--- src/rtl/doodle_motion.sv ---
// Motion generator for the doodle: turns the game state machine's one-hot state,
// the left/right buttons and the scroll flag into position, jump progress and speed.
module doodle_motion #(
  parameter int TICK_DIV  = 500000,
  parameter int MAX_SPEED = 4,
  parameter int SLOW_ZONE = 40,
  parameter int H_SPEED   = 3,
  parameter int H_LEFT    = 144,
  parameter int H_RIGHT   = 774,
  parameter int X_START   = 459,
  parameter int Y_START   = 450
) (
  input  logic        Clk,
  input  logic        Reset,
  input  logic        q_I,
  input  logic        q_Up,
  input  logic        q_Down,
  input  logic        q_Done,
  input  logic [9:0]  JUMP_HEIGHT,
  input  logic        is_in_middle,
  input  logic        btn_left,
  input  logic        btn_right,
  output logic [15:0] object_x,
  output logic [15:0] object_y,
  output logic [9:0]  up_count,
  output logic [3:0]  vert_speed,
  output logic        move_tick
);

  localparam int              CW       = (TICK_DIV > 1) ? $clog2(TICK_DIV) : 1;
  localparam logic [CW-1:0]   CNT_LAST = CW'(TICK_DIV - 1);
  localparam logic [CW-1:0]   CNT_ONE  = CW'(1);
  localparam logic [3:0]      VS_MAX   = 4'(MAX_SPEED);
  localparam logic [4:0]      VS_MAX5  = 5'(MAX_SPEED);
  localparam logic [10:0]     SZ       = 11'(SLOW_ZONE);
  localparam logic [16:0]     HS17     = 17'(H_SPEED);
  localparam logic [16:0]     HL17     = 17'(H_LEFT);
  localparam logic [16:0]     HR17     = 17'(H_RIGHT);
  localparam logic [15:0]     HL16     = 16'(H_LEFT);
  localparam logic [15:0]     HR16     = 16'(H_RIGHT);
  localparam logic [15:0]     XS16     = 16'(X_START);
  localparam logic [15:0]     YS16     = 16'(Y_START);

  logic [CW-1:0] cnt_q, cnt_d;
  logic [15:0]   x_q, x_d;
  logic [15:0]   y_q, y_d;
  logic [9:0]    up_q, up_d;
  logic [3:0]    vs_q, vs_d;
  logic          tick_q, tick_d;
  logic [1:0]    prev_q, prev_d;

  logic          tick_s;
  logic          legal_s;
  logic          up_entry_s;
  logic          down_entry_s;
  logic [10:0]   jh_s;
  logic [10:0]   thr_s;
  logic [10:0]   up_sum_s;
  logic [16:0]   x_left_s;
  logic [16:0]   x_right_s;
  logic [15:0]   hx_s;
  logic [15:0]   y_up_s;
  logic [16:0]   y_dn_s;
  logic [4:0]    vs_inc_s;

  // Datapath helpers: horizontal wrap, vertical steps and the slow-zone threshold
  always_comb begin
    tick_s       = (cnt_q == CNT_LAST);
    legal_s      = $onehot({q_I, q_Up, q_Down, q_Done});
    up_entry_s   = q_Up & ~prev_q[0];
    down_entry_s = q_Down & ~prev_q[1];
    jh_s         = {1'b0, JUMP_HEIGHT};
    if (jh_s < SZ) begin
      thr_s = 11'd0;
    end else begin
      thr_s = jh_s - SZ;
    end
    up_sum_s  = {1'b0, up_q} + {7'd0, vs_q};
    x_left_s  = {1'b0, x_q} - HS17;
    x_right_s = {1'b0, x_q} + HS17;
    y_up_s    = y_q - {12'd0, vs_q};
    y_dn_s    = {1'b0, y_q} + {13'd0, vs_q};
    vs_inc_s  = {1'b0, vs_q} + 5'd1;
    // bit 16 of the left result flags an underflow past zero
    if (btn_left && !btn_right) begin
      if (x_left_s[16] || (x_left_s < HL17)) begin
        hx_s = HR16;
      end else begin
        hx_s = x_left_s[15:0];
      end
    end else if (btn_right && !btn_left) begin
      if (x_right_s > HR17) begin
        hx_s = HL16;
      end else begin
        hx_s = x_right_s[15:0];
      end
    end else begin
      hx_s = x_q;
    end
  end

  // Next-state selection: idle forcing, entry handling, then tick-paced motion
  always_comb begin
    cnt_d  = tick_s ? '0 : (cnt_q + CNT_ONE);
    tick_d = tick_s;
    prev_d = {q_Down, q_Up};
    x_d    = x_q;
    y_d    = y_q;
    up_d   = up_q;
    vs_d   = vs_q;
    if (!legal_s) begin
      x_d = x_q;
    end else if (q_I) begin
      x_d  = XS16;
      y_d  = YS16;
      up_d = 10'd0;
      vs_d = 4'd1;
    end else if (q_Done) begin
      x_d = x_q;
    end else if (up_entry_s) begin
      up_d = 10'd0;
      vs_d = VS_MAX;
    end else if (down_entry_s) begin
      vs_d = 4'd1;
    end else if (tick_s) begin
      x_d = hx_s;
      if (q_Up) begin
        up_d = up_sum_s[10] ? 10'd1023 : up_sum_s[9:0];
        if (!is_in_middle) begin
          y_d = y_up_s;
        end else begin
          y_d = y_q;
        end
        vs_d = (up_sum_s >= thr_s) ? 4'd1 : VS_MAX;
      end else begin
        y_d  = y_dn_s[16] ? 16'hFFFF : y_dn_s[15:0];
        vs_d = (vs_inc_s > VS_MAX5) ? VS_MAX : vs_inc_s[3:0];
      end
    end else begin
      x_d = x_q;
    end
  end

  // State registers with asynchronous active-high reset
  always_ff @(posedge Clk or posedge Reset) begin
    if (Reset) begin
      cnt_q  <= '0;
      tick_q <= 1'b0;
      prev_q <= 2'b00;
      x_q    <= XS16;
      y_q    <= YS16;
      up_q   <= 10'd0;
      vs_q   <= 4'd1;
    end else begin
      cnt_q  <= cnt_d;
      tick_q <= tick_d;
      prev_q <= prev_d;
      x_q    <= x_d;
      y_q    <= y_d;
      up_q   <= up_d;
      vs_q   <= vs_d;
    end
  end

  assign object_x   = x_q;
  assign object_y   = y_q;
  assign up_count   = up_q;
  assign vert_speed = vs_q;
  assign move_tick  = tick_q;

endmodule

--- config.mk ---
export PLATFORM = sky130hd
export DESIGN_NAME = doodle_motion
export DESIGN_NICKNAME = d
export VERILOG_FILES = /design/src/rtl/doodle_motion.sv
export SDC_FILE = /design/constraint.sdc
export NUM_CORES = 1
export LEC_CHECK = 0
export ABC_AREA = 1
export ABC_CLOCK_PERIOD_IN_PS = 9300
export BUFFER_PORTS_ARGS = -buffer_cell sky130_fd_sc_hd__clkbuf_2
export CAP_MARGIN = 0
export CORE_MARGIN = 2
export CORE_UTILIZATION = 65
export DETAILED_ROUTE_END_ITERATION = 10
export GPL_ROUTABILITY_DRIVEN = 1
export PLACE_DENSITY_LB_ADDON = 0.12
export SETUP_SLACK_MARGIN = 0.5
export SLEW_MARGIN = 20
export SYNTH_ARGS = -nofsm -noshare
export SYNTH_HDL_FRONTEND = slang
export SYNTH_SLANG_ARGS = --single-unit
--- constraint.sdc ---
create_clock -name Clk -period 9.3 [get_ports Clk]
set_input_delay 0.465 -clock Clk [delete_from_list [all_inputs] [get_ports Clk]]
set_output_delay 0.465 -clock Clk [all_outputs]
set_load 0.02 [all_outputs]
==> metrics.txt, run 1 <==
# TYPE chip_impl_metric gauge
chip_impl_info{name="outcome",value="finished clean"} 1
chip_impl_metric{name="cts.repair_timing.setup_buffer_count",unit=""} 0
chip_impl_metric{name="grt_pass1_vias",unit=""} 5749
chip_impl_metric{name="yosys_cell_types",unit=""} 51
chip_impl_metric{name="post_synth_mux_area_share",unit=""} 0
chip_impl_metric{name="final.period_utilization",unit=""} 0.436
chip_impl_metric{name="via_per_inst",unit=""} 5.77
chip_impl_metric{name="synth-xor-area-share",unit=""} 0.0542
chip_impl_metric{name="filler_cell_count",unit=""} 800
chip_impl_metric{name="htree_num_levels",unit=""} 3
chip_impl_metric{name="drive_gt1_frac",unit=""} 0.156
chip_impl_info{name="synth_ff_type",value="sky130_fd_sc_hd__dfrtp_1"} 1
chip_impl_metric{name="drt_pass1_iterations",unit=""} 5
chip_impl_metric{name="critical_path_peak_fanout",unit=""} 22
chip_impl_metric{name="core.rowCount",unit=""} 35
chip_impl_metric{name="complex_gate_fraction_of_the_synthesized_area",unit=""} 0.0965
chip_impl_metric{name="vdd.ir_drop.worst",unit="mV"} 0.220
chip_impl_metric{name="grt_antenna_before_repair",unit=""} 0
chip_impl_metric{name="finalHoldViolCount",unit=""} 0
chip_impl_metric{name="areaGrowthSynthToFinish",unit="%"} 9.18
chip_impl_metric{name="detailed_place_hpwl",unit="mm"} 11.9
chip_impl_metric{name="synth_edf_count",unit=""} 0
chip_impl_metric{name="postSynthNetCount",unit=""} 970
chip_impl_metric{name="post_synth_and_or_nand_nor_area_fraction",unit=""} 0.396
chip_impl_metric{name="maxSlewHeadroom",unit=""} 0.405
chip_impl_info{name="cp-end-kind",value="register"} 1
chip_impl_metric{name="grtUsageTotal",unit=""} 0.324
chip_impl_metric{name="period_needed",unit="ps"} 4050
chip_impl_metric{name="initialDrtViolationCount",unit=""} 448
chip_impl_metric{name="sequential_share_of_the_synthesized_area",unit=""} 0.279
chip_impl_metric{name="syn-mean-instance-area",unit="um2"} 6.73
chip_impl_metric{name="core_area",unit="um2"} 9200
chip_impl_metric{name="slew_viol_final",unit=""} 0
chip_impl_metric{name="p_leak",unit="nW"} 3.43
chip_impl_info{name="worst_setup_sp_type",value="primary input"} 1
chip_impl_metric{name="pre_cts_ws",unit="ps"} 5040
chip_impl_info{name="largest_family_of_logic_cells_by_synthesized_area",value="simple AND/OR/NAND/NOR gates"} 1
chip_impl_metric{name="grt_first_pass_wirelength",unit="mm"} 26.8
chip_impl_metric{name="max_cap_violations",unit=""} 0
chip_impl_metric{name="die-area",unit="um2"} 10200
chip_impl_info{name="grt_setup_unrepaired",value="false"} 1
chip_impl_metric{name="die_x",unit="um"} 101
chip_impl_metric{name="ctsResizeCount",unit=""} 0
chip_impl_metric{name="antenna-diode-count",unit=""} 0
chip_impl_metric{name="timing.fmax",unit="MHz"} 247
chip_impl_metric{name="clock_latency_of_the_later_clocked_register_in_the_worst_skew_pair",unit="ps"} 360
chip_impl_metric{name="hold_buffers",unit=""} 0
chip_impl_metric{name="report.final.setup_viol",unit=""} 0
chip_impl_metric{name="worstMarginPinSlew",unit="ps"} 892
chip_impl_metric{name="fp.dieH",unit="um"} 101
chip_impl_metric{name="cts.sinks",unit=""} 68
chip_impl_metric{name="ios",unit=""} 66
chip_impl_metric{name="finalWorstSetupSlack",unit="ps"} 5250
chip_impl_metric{name="final_antenna_net_count",unit=""} 0
chip_impl_metric{name="cts_inserted_buffers",unit=""} 9
chip_impl_metric{name="fin_total_pwr",unit="mW"} 1.28
chip_impl_info{name="cts.root.buffer_cell",value="sky130_fd_sc_hd__clkbuf_8"} 1
chip_impl_metric{name="initial_core_util",unit=""} 0.668
chip_impl_metric{name="placed_cells_incl_taps",unit=""} 1070
chip_impl_metric{name="cts_max_path_buffers",unit=""} 2
chip_impl_metric{name="routabilityCongestion",unit=""} 0.994
chip_impl_metric{name="worst-endpoint-required",unit="ps"} 9590
chip_impl_metric{name="powerDensity",unit="nW/um2"} 191
chip_impl_metric{name="syn_inst",unit=""} 913
chip_impl_info{name="cts_tree",value="done"} 1
chip_impl_metric{name="post-route-drc-count",unit=""} 0
chip_impl_metric{name="setup_total_negative_slack",unit="ps"} 0
chip_impl_info{name="worst_hold_path_type",value="primary input to register"} 1
chip_impl_metric{name="average_wire_length_per_cell_after_detail_routing",unit="um"} 14.6
chip_impl_metric{name="ys_async_sr_fraction",unit=""} 1.00
chip_impl_metric{name="synthesis.yosys.warnings",unit=""} 0
chip_impl_metric{name="fin_skew",unit="ps"} 9.49
chip_impl_metric{name="routed_wirelength",unit="mm"} 15.9
chip_impl_metric{name="via_count",unit=""} 6262
chip_impl_metric{name="placement.io_buffers",unit=""} 65
chip_impl_metric{name="largest_net_degree_at_the_start_of_global_routing",unit=""} 69
chip_impl_metric{name="cts.reportedPaths.clkPinSlew",unit="ps"} 90
chip_impl_metric{name="count_of_non_filler_cells_in_the_finished_layout",unit=""} 1086
chip_impl_info{name="criticalPathCategory",value="primary input to register"} 1
chip_impl_metric{name="synth_seq_cells",unit=""} 68
chip_impl_metric{name="synthesis.area",unit="um2"} 6140
chip_impl_metric{name="regToRegSetupSlack",unit="ps"} 5880
chip_impl_metric{name="grt-ovfl-total",unit=""} 0
chip_impl_metric{name="worst-endpoint-arrival",unit="ps"} 4340
chip_impl_metric{name="synth_adder_area_share",unit=""} 0.0823
chip_impl_metric{name="fin_nets",unit=""} 1027
[stage by stage]
step	utilization	area, um2	hold WS, ps
final	0.730	6710	250
after global routing	0.730	6710	236
after CTS	0.730	6710	239
after detailed placement	0.707	6500	459
after global placement	0.707	6500	450
after floorplan	-	6140	433
[logic make-up after synthesis]
group / count (synthesis)
adder cells (fa/ha/maj): 38
XOR/XNOR: 38
AO/OA/AOI/OAI: 104
flip-flops: 68
AND/OR/NAND/NOR: 527
buffers and inverters: 138
[layer usage]
metal,vias to the layer above,global-route usage,share of wire
met3,35,0.0455,0.080
li1,3067,-,-
met5,-,0,0
met4,0,0.0832,0.015
met1,2868,0.454,0.44
met2,292,0.530,0.47
[synth_stat cells, types with 3 or more instances]
cell type	n	area, um2
sky130_fd_sc_hd__nand2_1	239	897
sky130_fd_sc_hd__nor2_1	118	443
sky130_fd_sc_hd__inv_1	109	409
sky130_fd_sc_hd__nand3_1	69	345
sky130_fd_sc_hd__dfrtp_1	57	1430
sky130_fd_sc_hd__o21ai_0	42	210
sky130_fd_sc_hd__a21oi_1	35	175
sky130_fd_sc_hd__ha_1	34	425
sky130_fd_sc_hd__nand4_1	34	213
sky130_fd_sc_hd__xor2_1	32	280
sky130_fd_sc_hd__nor2_2	16	100
sky130_fd_sc_hd__nor3_1	12	60.1
sky130_fd_sc_hd__buf_2	11	55.1
sky130_fd_sc_hd__dfstp_2	11	289
sky130_fd_sc_hd__clkbuf_1	6	22.5
sky130_fd_sc_hd__nand2_2	6	37.5
sky130_fd_sc_hd__nor2_4	6	67.6
sky130_fd_sc_hd__xnor2_1	6	52.6
sky130_fd_sc_hd__inv_2	5	18.8
sky130_fd_sc_hd__nor4_1	5	31.3
sky130_fd_sc_hd__buf_6	4	45.0
sky130_fd_sc_hd__fa_1	4	80.1
sky130_fd_sc_hd__nand2_4	4	45.0
sky130_fd_sc_hd__nand3_2	4	40.0
sky130_fd_sc_hd__o21a_1	4	30.0
sky130_fd_sc_hd__o21ai_1	4	20.0
sky130_fd_sc_hd__o22ai_1	4	25.0
sky130_fd_sc_hd__or2_2	3	18.8
[sequential cells by signal, summed over array words and instances, names as in the netlist]
| name | flops |
|---|---|
| cnt_q | 19 |
| up_count | 10 |
| move_tick | 1 |
| prev_q | 2 |
| object_x | 16 |
| object_y | 16 |
| vert_speed | 4 |
[path summary, 6_finish.rpt]
path,endpoint,depth (start not counted),from
setup / recovery,object_y[4],15,q_Up
hold / removal,prev_q[1],1,q_Down
setup reg to reg,vert_speed[0],17,vert_speed[0]
hold reg to reg,cnt_q[0],1,cnt_q[0]
max in group asynchronous,object_y[12],3,Reset
min in group asynchronous,cnt_q[7],3,Reset
[layout by cell type, fill, tap and decap left out, drive strengths merged, types with 3 or more instances in the layout]
cell type	netlist	final
dfrtp	57	57
fa	4	4
clkinv	2	4
or2	3	3
o31ai	3	3
nand4	36	36
xor2	32	32
o22ai	4	4
a21oi	36	36
nor4	5	5
nor3	13	13
nor2	141	141
buf	16	3
o21a	4	4
o21ai	48	48
inv	114	117
dfstp	11	11
clkbuf	6	74
ha	34	34
nand2	249	249
nand3	75	75
xnor2	6	6
[critical path, stage by stage]
cell and delay (ps):
sky130_fd_sc_hd__clkbuf_2 370, sky130_fd_sc_hd__inv_1 380, sky130_fd_sc_hd__fa_1 600, sky130_fd_sc_hd__inv_1 40, sky130_fd_sc_hd__ha_1 180, sky130_fd_sc_hd__ha_1 280
sky130_fd_sc_hd__nor3b_1 200, sky130_fd_sc_hd__o21ai_0 160, sky130_fd_sc_hd__inv_1 160, sky130_fd_sc_hd__nand3_1 470, sky130_fd_sc_hd__inv_2 320, sky130_fd_sc_hd__nand2_1 280
sky130_fd_sc_hd__a21oi_1 240, sky130_fd_sc_hd__nand2_1 90, sky130_fd_sc_hd__o21ai_1 80
[report_power, final]
part	switching [mW]	internal, mW
registers	0.0958	0.348
clock network	0.134	0.129
logic	0.374	0.198
[cell type report]
| class | count | area [um2] | area share |
|---|---|---|---|
| tap | 111 | 139 | 0.0207 |
| clock buffer | 9 | 124 | 0.0185 |
| inverter | 116 | 435 | 0.0649 |
| sequential | 68 | 1720 | 0.256 |
| timing repair buffer | 68 | 348 | 0.0518 |
| multi-input combinational | 707 | 3860 | 0.576 |
| clock inverter | 7 | 83.8 | 0.0125 |
Power figures use the tool's default switching activity.
==> run 2: changes to the inputs <==
--- a/config.mk
+++ b/config.mk
@@ -6,11 +6,11 @@
 export NUM_CORES = 1
 export LEC_CHECK = 0
 export ABC_AREA = 1
-export ABC_CLOCK_PERIOD_IN_PS = 9300
+export ABC_CLOCK_PERIOD_IN_PS = 3400
 export BUFFER_PORTS_ARGS = -buffer_cell sky130_fd_sc_hd__clkbuf_2
 export CAP_MARGIN = 0
 export CORE_MARGIN = 2
-export CORE_UTILIZATION = 65
+export CORE_UTILIZATION = 55
 export DETAILED_ROUTE_END_ITERATION = 10
 export GPL_ROUTABILITY_DRIVEN = 1
 export PLACE_DENSITY_LB_ADDON = 0.12
==> constraint.sdc (replaced) <==
create_clock -name Clk -period 3.4 [get_ports Clk]
set_input_delay 0.17 -clock Clk [delete_from_list [all_inputs] [get_ports Clk]]
set_output_delay 0.17 -clock Clk [all_outputs]
set_load 0.02 [all_outputs]
==> metrics.txt, run 2 (synthesized netlist as in run 1, its figures left out) <==
# TYPE chip_impl_metric gauge
chip_impl_info{name="outcome",value="finished clean"} 1
chip_impl_metric{name="final.period_utilization",unit=""} 0.829
chip_impl_metric{name="report.final.setup_viol",unit=""} 0
chip_impl_metric{name="setup_total_negative_slack",unit="ps"} 0
chip_impl_metric{name="die-area",unit="um2"} 12000
chip_impl_metric{name="worstMarginPinSlew",unit="ps"} 787
chip_impl_metric{name="core_area",unit="um2"} 10900
chip_impl_metric{name="areaGrowthSynthToFinish",unit="%"} 12.9
chip_impl_info{name="worst_setup_sp_type",value="register"} 1
chip_impl_metric{name="die_x",unit="um"} 110
chip_impl_info{name="grt_setup_unrepaired",value="true"} 1
chip_impl_metric{name="whs_path_depth",unit=""} 2
chip_impl_metric{name="grt_pass1_vias",unit=""} 5660
chip_impl_info{name="cts.root.buffer_cell",value="sky130_fd_sc_hd__clkbuf_8"} 1
chip_impl_metric{name="powerDensity",unit="nW/um2"} 497
chip_impl_info{name="cpMostUsedCell",value="sky130_fd_sc_hd__nand2_1"} 1
chip_impl_metric{name="cts.sinks",unit=""} 68
chip_impl_info{name="criticalPathCategory",value="register to register"} 1
chip_impl_metric{name="antenna-diode-count",unit=""} 0
chip_impl_metric{name="detailed_place_hpwl",unit="mm"} 11.7
chip_impl_metric{name="vdd.ir_drop.worst",unit="mV"} 0.550
chip_impl_metric{name="worst-endpoint-arrival",unit="ps"} 3070
chip_impl_metric{name="core.rowCount",unit=""} 38
chip_impl_info{name="critical-path-slowest-cell",value="sky130_fd_sc_hd__dfrtp_1"} 1
chip_impl_info{name="layout_common_cells",value="sky130_fd_sc_hd__nand2_1 (239), sky130_fd_sc_hd__nor2_1 (116), sky130_fd_sc_hd__inv_1 (106)"} 1
chip_impl_info{name="layout_commonest_cell",value="sky130_fd_sc_hd__nand2_1"} 1
chip_impl_metric{name="count_of_non_filler_cells_in_the_finished_layout",unit=""} 1129
chip_impl_metric{name="post-route-drc-count",unit=""} 0
chip_impl_metric{name="via_count",unit=""} 6055
chip_impl_info{name="worst_hold_path_type",value="primary input to register"} 1
chip_impl_metric{name="timing.fmax",unit="MHz"} 355
chip_impl_metric{name="max_cap_violations",unit=""} 0
chip_impl_metric{name="worst-endpoint-required",unit="ps"} 3650
chip_impl_metric{name="clock_latency_of_the_later_clocked_register_in_the_worst_skew_pair",unit="ps"} 360
chip_impl_info{name="cts_tree",value="done"} 1
chip_impl_info{name="cp-end-kind",value="register"} 1
chip_impl_metric{name="cts_inserted_buffers",unit=""} 9
chip_impl_metric{name="drt_pass1_iterations",unit=""} 7
chip_impl_metric{name="largest_net_degree_at_the_start_of_global_routing",unit=""} 47
chip_impl_metric{name="grt_first_pass_wirelength",unit="mm"} 26.5
chip_impl_info{name="largest-register",value="cnt_q"} 1
chip_impl_metric{name="average_wire_length_per_cell_after_detail_routing",unit="um"} 13.8
chip_impl_metric{name="finalWorstSetupSlack",unit="ps"} 582
chip_impl_metric{name="placed_cells_incl_taps",unit=""} 1105
chip_impl_info{name="worstPathCellList",value="ha_4 > nand3_1 > nand2_1 > nand2_1 > nand2_1 > nand4_1 > nor2_1 > xor2_1 > inv_1 > ha_1 > nand2_1 > nor2_1 > nand3_2 > nor3_2 > o21ai_2 > a21oi_1 > o22ai_1"} 1
chip_impl_metric{name="p_leak",unit="nW"} 3.50
chip_impl_metric{name="period_needed",unit="ps"} 2820
chip_impl_metric{name="grtUsageTotal",unit=""} 0.278
chip_impl_metric{name="critical_path_peak_fanout",unit=""} 7
chip_impl_metric{name="grt-ovfl-total",unit=""} 0
chip_impl_metric{name="initial_core_util",unit=""} 0.564
chip_impl_metric{name="ios",unit=""} 66
chip_impl_metric{name="fin_skew",unit="ps"} 14.0
chip_impl_metric{name="pre_cts_ws",unit="ps"} 304
chip_impl_metric{name="routabilityCongestion",unit=""} 0.911
chip_impl_metric{name="fin_nets",unit=""} 1041
chip_impl_metric{name="fp.dieH",unit="um"} 110
chip_impl_metric{name="hold_ws",unit="ps"} 212
chip_impl_metric{name="post_dp_area",unit="um2"} 6630
chip_impl_metric{name="cts.reportedPaths.clkPinSlew",unit="ps"} 80
chip_impl_metric{name="drive_gt1_frac",unit=""} 0.183
chip_impl_metric{name="cts_max_path_buffers",unit=""} 2
chip_impl_metric{name="finalHoldViolCount",unit=""} 0
chip_impl_metric{name="critical_path_s_largest_stage_delay",unit="ps"} 490
chip_impl_metric{name="total_non_filler_cell_area_in_the_finished_layout",unit="um2"} 6940
chip_impl_metric{name="grt_antenna_before_repair",unit=""} 0
chip_impl_metric{name="ff2ff_path_depth",unit=""} 17
chip_impl_metric{name="slew_viol_final",unit=""} 0
chip_impl_metric{name="routed_wirelength",unit="mm"} 15.6
chip_impl_metric{name="placement.io_buffers",unit=""} 65
chip_impl_metric{name="maxSlewHeadroom",unit=""} 0.472
chip_impl_metric{name="largest_register_ffs",unit=""} 19
chip_impl_metric{name="via_per_inst",unit=""} 5.36
chip_impl_metric{name="htree_num_levels",unit=""} 3
chip_impl_metric{name="initialDrtViolationCount",unit=""} 474
chip_impl_metric{name="final_antenna_net_count",unit=""} 0
## run 2: repair_timing
action	4_1_cts	5_1_grt
resized for setup	6	7
pin swaps	1	9
buffers inserted	1	5
hold endpoints to repair	20	0
endpoints found under the setup margin	2	9
hold buffers	2	0
## run 2: layout make-up
class,count,area [um2]
clock buffer,11,131
clock inverter,5,55.1
fill,1051,3950
inverter,116,435
multi-input combinational,707,3960
sequential,68,1720
tap,140,175
timing repair buffer,82,458
## run 2: power by group
group	leakage, nW	switching [mW]	internal, mW
sequential	0.880	0.235	0.953
combinational	2.53	1.02	0.570
clock	0.0893	0.326	0.337
total	3.50	1.58	1.86
## run 2: worst paths after layout
kind                               start       endpoint  slack [ps]
hold / removal                      q_Up      prev_q[0]         210
setup / recovery           vert_speed[2]  vert_speed[2]         580
max in group asynchronous          Reset  vert_speed[1]        2070
min in group asynchronous          Reset       cnt_q[8]         350
hold reg to reg                 cnt_q[0]       cnt_q[0]         460
setup reg to reg           vert_speed[2]  vert_speed[2]         580
## run 2: per-stage QoR
step,utilization,power [mW]
2_1_floorplan,-,2.34
3_3_place_gp,0.609,2.73
6_report,0.637,3.44
3_5_place_dp,0.609,2.74
4_1_cts,0.630,3.43
5_1_grt,0.637,3.72
## run 2: worst max-delay path, delay by kind of cell, from the launching register on
family,cells,cell delay (ps)
flops,1,490
xor+xnor,1,160
simple gates,10,1020
fa+ha+maj,2,620
compound gates,3,310
buf+inv,1,90
## run 2: per-layer routing
metal / up-vias / track usage / wire (um) / part of all wire
li1: 3092 / - / - / -
met1: 2756 / 0.399 / 7410 / 0.48
met2: 192 / 0.426 / 7050 / 0.45
met3: 15 / 0.0486 / 948 / 0.061
met4: 0 / 0.0859 / 173 / 0.011
met5: - / 0 / 0 / 0
